<file path="config.mk">
export PLATFORM = sky130hd
export DESIGN_NAME = regfile_master
export DESIGN_NICKNAME = d
export VERILOG_FILES = /design/src/rtl/regfile_master.sv
export SDC_FILE = /design/constraint.sdc
export NUM_CORES = 1
export LEC_CHECK = 0
export CAP_MARGIN = 10
export CORE_MARGIN = 4
export CORE_UTILIZATION = 46
export CTS_CLUSTER_SIZE = 28
export DETAILED_ROUTE_END_ITERATION = 6
export GPL_TIMING_DRIVEN = 0
export PLACE_DENSITY_LB_ADDON = 0.08
export REMOVE_ABC_BUFFERS = 1
export SYNTH_ARGS = -nofsm -noshare
export SYNTH_HDL_FRONTEND = slang
export SYNTH_SLANG_ARGS = --single-unit
</file>
<file path="constraint.sdc">
create_clock -name clk -period 2 [get_ports clk]
set_input_delay 0.4 -clock clk [delete_from_list [all_inputs] [get_ports clk]]
set_output_delay 0.4 -clock clk [all_outputs]
set_load 0.05 [all_outputs]
</file>
<file path="src/rtl/regfile_master.sv">
// Command-driven initiator for a 3-port regfile (2 combinational reads, 1 clocked write).
// Sequences WRITE / READ / CLEAR / COPY commands and returns one response per command.
module regfile_master #(
    parameter int DATA_W = 32,
    parameter int ADDR_W = 5,
    parameter int NREGS  = 32
) (
    input  logic              clk,
    input  logic              rst_n,
    input  logic              cmd_valid,
    output logic              cmd_ready,
    input  logic [1:0]        cmd_op,
    input  logic [ADDR_W-1:0] cmd_addr_a,
    input  logic [ADDR_W-1:0] cmd_addr_b,
    input  logic [DATA_W-1:0] cmd_wdata,
    output logic              rsp_valid,
    input  logic              rsp_ready,
    output logic [DATA_W-1:0] rsp_data_a,
    output logic [DATA_W-1:0] rsp_data_b,
    output logic              rsp_err,
    output logic              busy,
    output logic [ADDR_W-1:0] rf_ra1,
    output logic [ADDR_W-1:0] rf_ra2,
    output logic [ADDR_W-1:0] rf_wa3,
    output logic [DATA_W-1:0] rf_wd3,
    output logic              rf_we3,
    input  logic [DATA_W-1:0] rf_rd1,
    input  logic [DATA_W-1:0] rf_rd2
);

    typedef enum logic [1:0] {
        OP_WRITE = 2'b00,
        OP_READ  = 2'b01,
        OP_CLEAR = 2'b10,
        OP_COPY  = 2'b11
    } op_t;

    typedef enum logic [2:0] {
        S_IDLE, S_WRITE, S_READ, S_CLEAR, S_COPY_RD, S_COPY_WR, S_RESP
    } state_t;

    state_t            r_state;
    state_t            w_next;
    logic [ADDR_W-1:0] r_addr_a;
    logic [ADDR_W-1:0] r_addr_b;
    logic [DATA_W-1:0] r_wdata;
    logic [DATA_W-1:0] r_tmp;
    logic [ADDR_W-1:0] r_cnt;
    logic [DATA_W-1:0] r_rsp_a;
    logic [DATA_W-1:0] r_rsp_b;
    logic              r_rsp_err;

    logic w_bad_a;
    logic w_bad_b;
    logic w_cmd_bad;
    logic w_accept;
    logic w_clr_last;

    assign w_bad_a    = 32'(cmd_addr_a) >= 32'(NREGS);
    assign w_bad_b    = 32'(cmd_addr_b) >= 32'(NREGS);
    // CLEAR touches no caller-supplied address, so it can never be rejected.
    assign w_cmd_bad  = (cmd_op == OP_WRITE) ? w_bad_a :
                        (cmd_op == OP_CLEAR) ? 1'b0    : (w_bad_a | w_bad_b);
    assign w_accept   = cmd_valid && (r_state == S_IDLE);
    assign w_clr_last = 32'(r_cnt) == 32'(NREGS - 1);

    assign cmd_ready  = (r_state == S_IDLE);
    assign busy       = !cmd_ready;
    assign rsp_valid  = (r_state == S_RESP);
    assign rsp_data_a = r_rsp_a;
    assign rsp_data_b = r_rsp_b;
    assign rsp_err    = r_rsp_err;

    always_ff @(posedge clk or negedge rst_n) begin
        if (!rst_n) r_state <= S_IDLE;
        else        r_state <= w_next;
    end

    always_comb begin
        // NOTE: every output of this block gets a default first so no path can infer a latch.
        w_next = r_state;
        rf_we3 = 1'b0;
        rf_wa3 = '0;
        rf_wd3 = '0;
        rf_ra1 = '0;
        rf_ra2 = '0;
        case (r_state)
            S_IDLE: begin
                if (cmd_valid) begin
                    if (w_cmd_bad) w_next = S_RESP;
                    else begin
                        case (op_t'(cmd_op))
                            OP_WRITE: w_next = S_WRITE;
                            OP_READ:  w_next = S_READ;
                            OP_CLEAR: w_next = S_CLEAR;
                            default:  w_next = S_COPY_RD;
                        endcase
                    end
                end
            end
            S_WRITE: begin
                rf_we3 = 1'b1;
                rf_wa3 = r_addr_a;
                rf_wd3 = r_wdata;
                w_next = S_RESP;
            end
            S_READ: begin
                rf_ra1 = r_addr_a;
                rf_ra2 = r_addr_b;
                w_next = S_RESP;
            end
            S_CLEAR: begin
                rf_we3 = 1'b1;
                rf_wa3 = r_cnt;
                if (w_clr_last) w_next = S_RESP;
            end
            S_COPY_RD: begin
                rf_ra1 = r_addr_a;
                w_next = S_COPY_WR;
            end
            S_COPY_WR: begin
                rf_we3 = 1'b1;
                rf_wa3 = r_addr_b;
                rf_wd3 = r_tmp;
                w_next = S_RESP;
            end
            S_RESP: begin
                if (rsp_ready) w_next = S_IDLE;
            end
            default: w_next = S_IDLE;
        endcase
    end

    always_ff @(posedge clk or negedge rst_n) begin
        // NOTE: sequential state uses non-blocking assignments so every register samples pre-edge values.
        if (!rst_n) begin
            r_addr_a  <= '0;
            r_addr_b  <= '0;
            r_wdata   <= '0;
            r_tmp     <= '0;
            r_cnt     <= '0;
            r_rsp_a   <= '0;
            r_rsp_b   <= '0;
            r_rsp_err <= 1'b0;
        end else begin
            case (r_state)
                S_IDLE: begin
                    if (w_accept) begin
                        r_addr_a  <= cmd_addr_a;
                        r_addr_b  <= cmd_addr_b;
                        r_wdata   <= cmd_wdata;
                        r_rsp_a   <= '0;
                        r_rsp_b   <= '0;
                        r_rsp_err <= w_cmd_bad;
                    end
                end
                S_READ: begin
                    r_rsp_a <= rf_rd1;
                    r_rsp_b <= rf_rd2;
                end
                S_CLEAR:   r_cnt   <= w_clr_last ? '0 : r_cnt + 1'b1;
                S_COPY_RD: r_tmp   <= rf_rd1;
                S_COPY_WR: r_rsp_a <= r_tmp;
                S_RESP: begin
                    if (rsp_ready) begin
                        r_rsp_a   <= '0;
                        r_rsp_b   <= '0;
                        r_rsp_err <= 1'b0;
                    end
                end
                default: ;
            endcase
        end
    end

endmodule

</file>
==> parameters.txt <==
Parameter                              Value

Synthesis
  Mux share of post-synthesis cell area    15.3%
  Sequential element share of the synthesized area    55.9%
  Cell taking the most area after synthesis    sky130_fd_sc_hd__dfrtp_1
  Mapped Avg Cell Area    13.9 um^2
  Fraction of registers with async set/reset    100%
  Most frequent cell after synthesis    sky130_fd_sc_hd__dfrtp_1
  Mapped Cells    470
  Adder-cell share of the synthesized area    0.957%
  Combinational family with the most area after synthesis    multiplexers
  Syn Std Cell Area    6540 um^2
  Share of the synthesized area in compound gates (AO/OA/AOI/OAI)    15.2%
  Most frequent cells after synthesis    146 x sky130_fd_sc_hd__dfrtp_1, 49 x sky130_fd_sc_hd__mux2_2, 48 x sky130_fd_sc_hd__and2_1
  Fraction of synthesized cell area taken by the top area cell type    55.9%
  Leading register cell type out of synthesis    sky130_fd_sc_hd__dfrtp_1
  Leading post-synthesis cells by cell area    sky130_fd_sc_hd__dfrtp_1 56%, sky130_fd_sc_hd__mux2_2 8.4%, sky130_fd_sc_hd__mux2_4 5.7%, sky130_fd_sc_hd__a221o_1 4.9%, sky130_fd_sc_hd__and2_1 4.6%
  Number of enable flip-flop cells after synthesis    0
  Number of warnings issued by yosys    0
  Simple-gate share of the synthesized area    7.79%
  Xor/xnor share of the synthesized area    0.134%
  Seq cells post-synth    146
  Post-synth cell types    42

Placed design
  Count of input and output buffers    226
  Global placer's final weighted congestion    0.776
  Post-detail-place hpwl    11.8 mm

Floorplan
  Number of cell rows    43
  Core area    13,900 um^2
  Starting Density    47.1%
  # IOs    228
  Die Ht    127 um
  Horiz. Die Dim    127 um
  Die area    16,200 um^2

Setup path
  Slowest stage delay, CP    0.53 ns
  Worst setup path class    flip-flop to output port
  Flop-to-flop setup slack    -0.04 ns
  Worst reg2reg endpoint    r_wdata[4]
  Required time of the critical path    1.60 ns
  Number of buffer and inverter instances along the worst setup path    2
  R2r worst-path depth    6
  Critical path cell sequence    buf_12 > and3b_2 > and2_4 > a21o_1 > buf_6
  Slowest cell on crit path    sky130_fd_sc_hd__dfrtp_4
  WP data arrival    1.91 ns
  Worst path top cell family by delay    flip-flops
  Critical register-to-register path startpoint    r_state[1]
  Crit start category    flip-flop
  Worst setup EP type    output port
  Top fanout value on the critical path    8

Timing
  Setup repair after global routing missed its margin    yes
  Worst slack on hold paths    -0.00561 ns
  Final setup TNS    -12.81 ns
  Max Fclk    433 MHz
  Worst setup slack after layout    -0.311 ns
  Total count of max-transition violations in the final report    0
  Slew at the pin with the worst max-slew slack    0.698 ns
  Final worst clock skew    0.00846 ns
  Fin crit share    116%
  Worst slew slack as a fraction of its limit    53.4%
  Final setup violation count    79
  Final hold violations    1
  Period minus WS final    2.31 ns

GRT
  Overall routing resource usage    25.5%
  Number of antenna violations at the first check in global routing    0
  Maximum number of pins on one net before global-route repair    75
  Vias in the first global route    5,550
  Final global-route overflow total    0
  Wire length of the first global-routing pass    31.6 mm

Clock tree
  Buffer cell driving the clock tree root    sky130_fd_sc_hd__clkbuf_16
  Clk_lat worst skew    0.42 ns
  Clock transition at path regs    0.06 ns
  CTS buffer count    17
  Clock Tree Buf Depth    2
  Hold-fix buffers at CTS    0
  Depth of the CTS H-tree    4
  Clock sink total    146
  TritonCTS clock tree    built

Cells and area
  Fraction of layout instances using a drive strength above 1    36.8%
  Number of fill cells in the layout    899
  Area Overhead vs Synth    58.2%
  Number of nets in the finished design    854
  Antenna diode instance count    0
  Final core utilization    74.5%

Drt
  Routed wire per std cell    22.9 um
  Total number of vias    5,172
  Detail Route Antenna Nets    0
  Number of optimization iterations in the first detailed-route pass    4
  Violation count after the first detailed-routing iteration    316
  Routed vias/inst    5.57
  Final Routed Wirelength    21.3 mm
  DRC violations left    0

Hold path
  Class of the tightest hold or removal check    input port to async pin

Flow run
  Maximum capacitance violations    0

Power
  Pwr Total    19.9 mW
  Pwr Density    1920 nW/um^2
  Worst vdd rail ir drop    0.890 mV
  Leakage power total    5.33 nW

Outcome
  Status    finished with violations
  Violations in the final reports    hold timing, setup timing
## layout by cell type (no fill, tap or decap), drive strengths merged, types with 5 or more instances in the layout
| master | netlist | routed |
|---|---|---|
| a21o | 32 | 32 |
| mux2i | 5 | 5 |
| buf | 32 | 99 |
| clkbuf | 4 | 21 |
| and3b | 1 | 5 |
| nor2 | 5 | 6 |
| ha | 5 | 5 |
| clkinv | 0 | 5 |
| dfrtp | 146 | 146 |
| a221o | 32 | 32 |
| a22o | 32 | 32 |
| dlymetal6s2s | 0 | 25 |
| dlygate4sd2 | 0 | 34 |
| clkdlybuf4s50 | 0 | 115 |
| nand2 | 6 | 6 |
| o21ai | 7 | 7 |
| mux2 | 76 | 76 |
| inv | 4 | 5 |
| and2 | 48 | 52 |
## cells by family (layout without fill, tap and decap cells)
logic type      Yosys count  in the layout
simple gates             79             89
fa+ha+maj                 5              5
mux                      81             81
buf+inv                  40            308
flops                   146            146
compound gates          117            117
xor+xnor                  1              1
other cells               1              1
## layer usage
layer | global-route usage, % | share of wire, %
met5 | 0 | 0
met4 | 8.71 | 2.0
met3 | 7.57 | 7.2
met2 | 42.5 | 50
met1 | 31.8 | 40
## stage by stage
stage                     cell area, um^2  setup WS, ns  hold WS (ns)  cells
after detailed placement             8840         -1.60         0.460    845
after CTS                           10100        -0.353        0.0148    916
after floorplan                      6250         -1.16         0.104    434
after global placement               8730         -5.25         0.459    840
final                               10300        -0.311      -0.00561    928
after global routing                10300        -0.339        0.0580    928
## worst max path at each step
stage	from	endpoint	slack, ns	cells past startpoint
after global routing	r_state[2]	rf_wd3[13]	-0.34	5
after detailed placement	r_state[2]	rf_ra2[0]	-1.60	5
after global placement	rst_n	r_tmp[21]	-5.25	1
final	r_state[2]	rf_wd3[17]	-0.31	5
after CTS	r_state[2]	rf_wd3[23]	-0.35	5
after floorplan	r_state[0]	r_addr_b[4]	-1.16	3
## state kept, by name, indices dropped and copies added (netlist names)
register	count
rsp_data_b	32
r_state	3
r_addr_a	5
rsp_data_a	32
r_addr_b	5
r_wdata	32
r_cnt	5
r_tmp	32
## power breakdown
group / total, mW / internal [mW] / leakage, nW / switching, mW
logic: 11.6 / 5.08 / 3.25 / 6.50
clock network: 2.97 / 1.75 / 0.264 / 1.22
registers: 5.30 / 4.40 / 1.82 / 0.903
## what timing repair did
action,in CTS,in global routing
pin swaps,26,23
buffers inserted,28,12
setup endpoints to repair,223,150
cloned,13,3
gates resized for setup,447,84
## area by class of cell
type	instances	area (um^2)	share of cell area, %
sequential	146	3660	35.4
timing repair buffer	274	3040	29.4
multi-input combinational	294	2860	27.6
clock buffer	20	457	4.41
tap	180	225	2.18
clock inverter	10	86.3	0.834
inverter	4	15.0	0.145
## worst register-to-register path, cell delays in order, from the launching register on
cell	delay, ns
sky130_fd_sc_hd__dfrtp_4	0.54
sky130_fd_sc_hd__buf_6	0.17
sky130_fd_sc_hd__buf_6	0.12
sky130_fd_sc_hd__nor3_4	0.27
sky130_fd_sc_hd__and2_4	0.25
sky130_fd_sc_hd__buf_12	0.20
sky130_fd_sc_hd__mux2_2	0.39
Note: power is estimated with default switching activity, not from simulation.
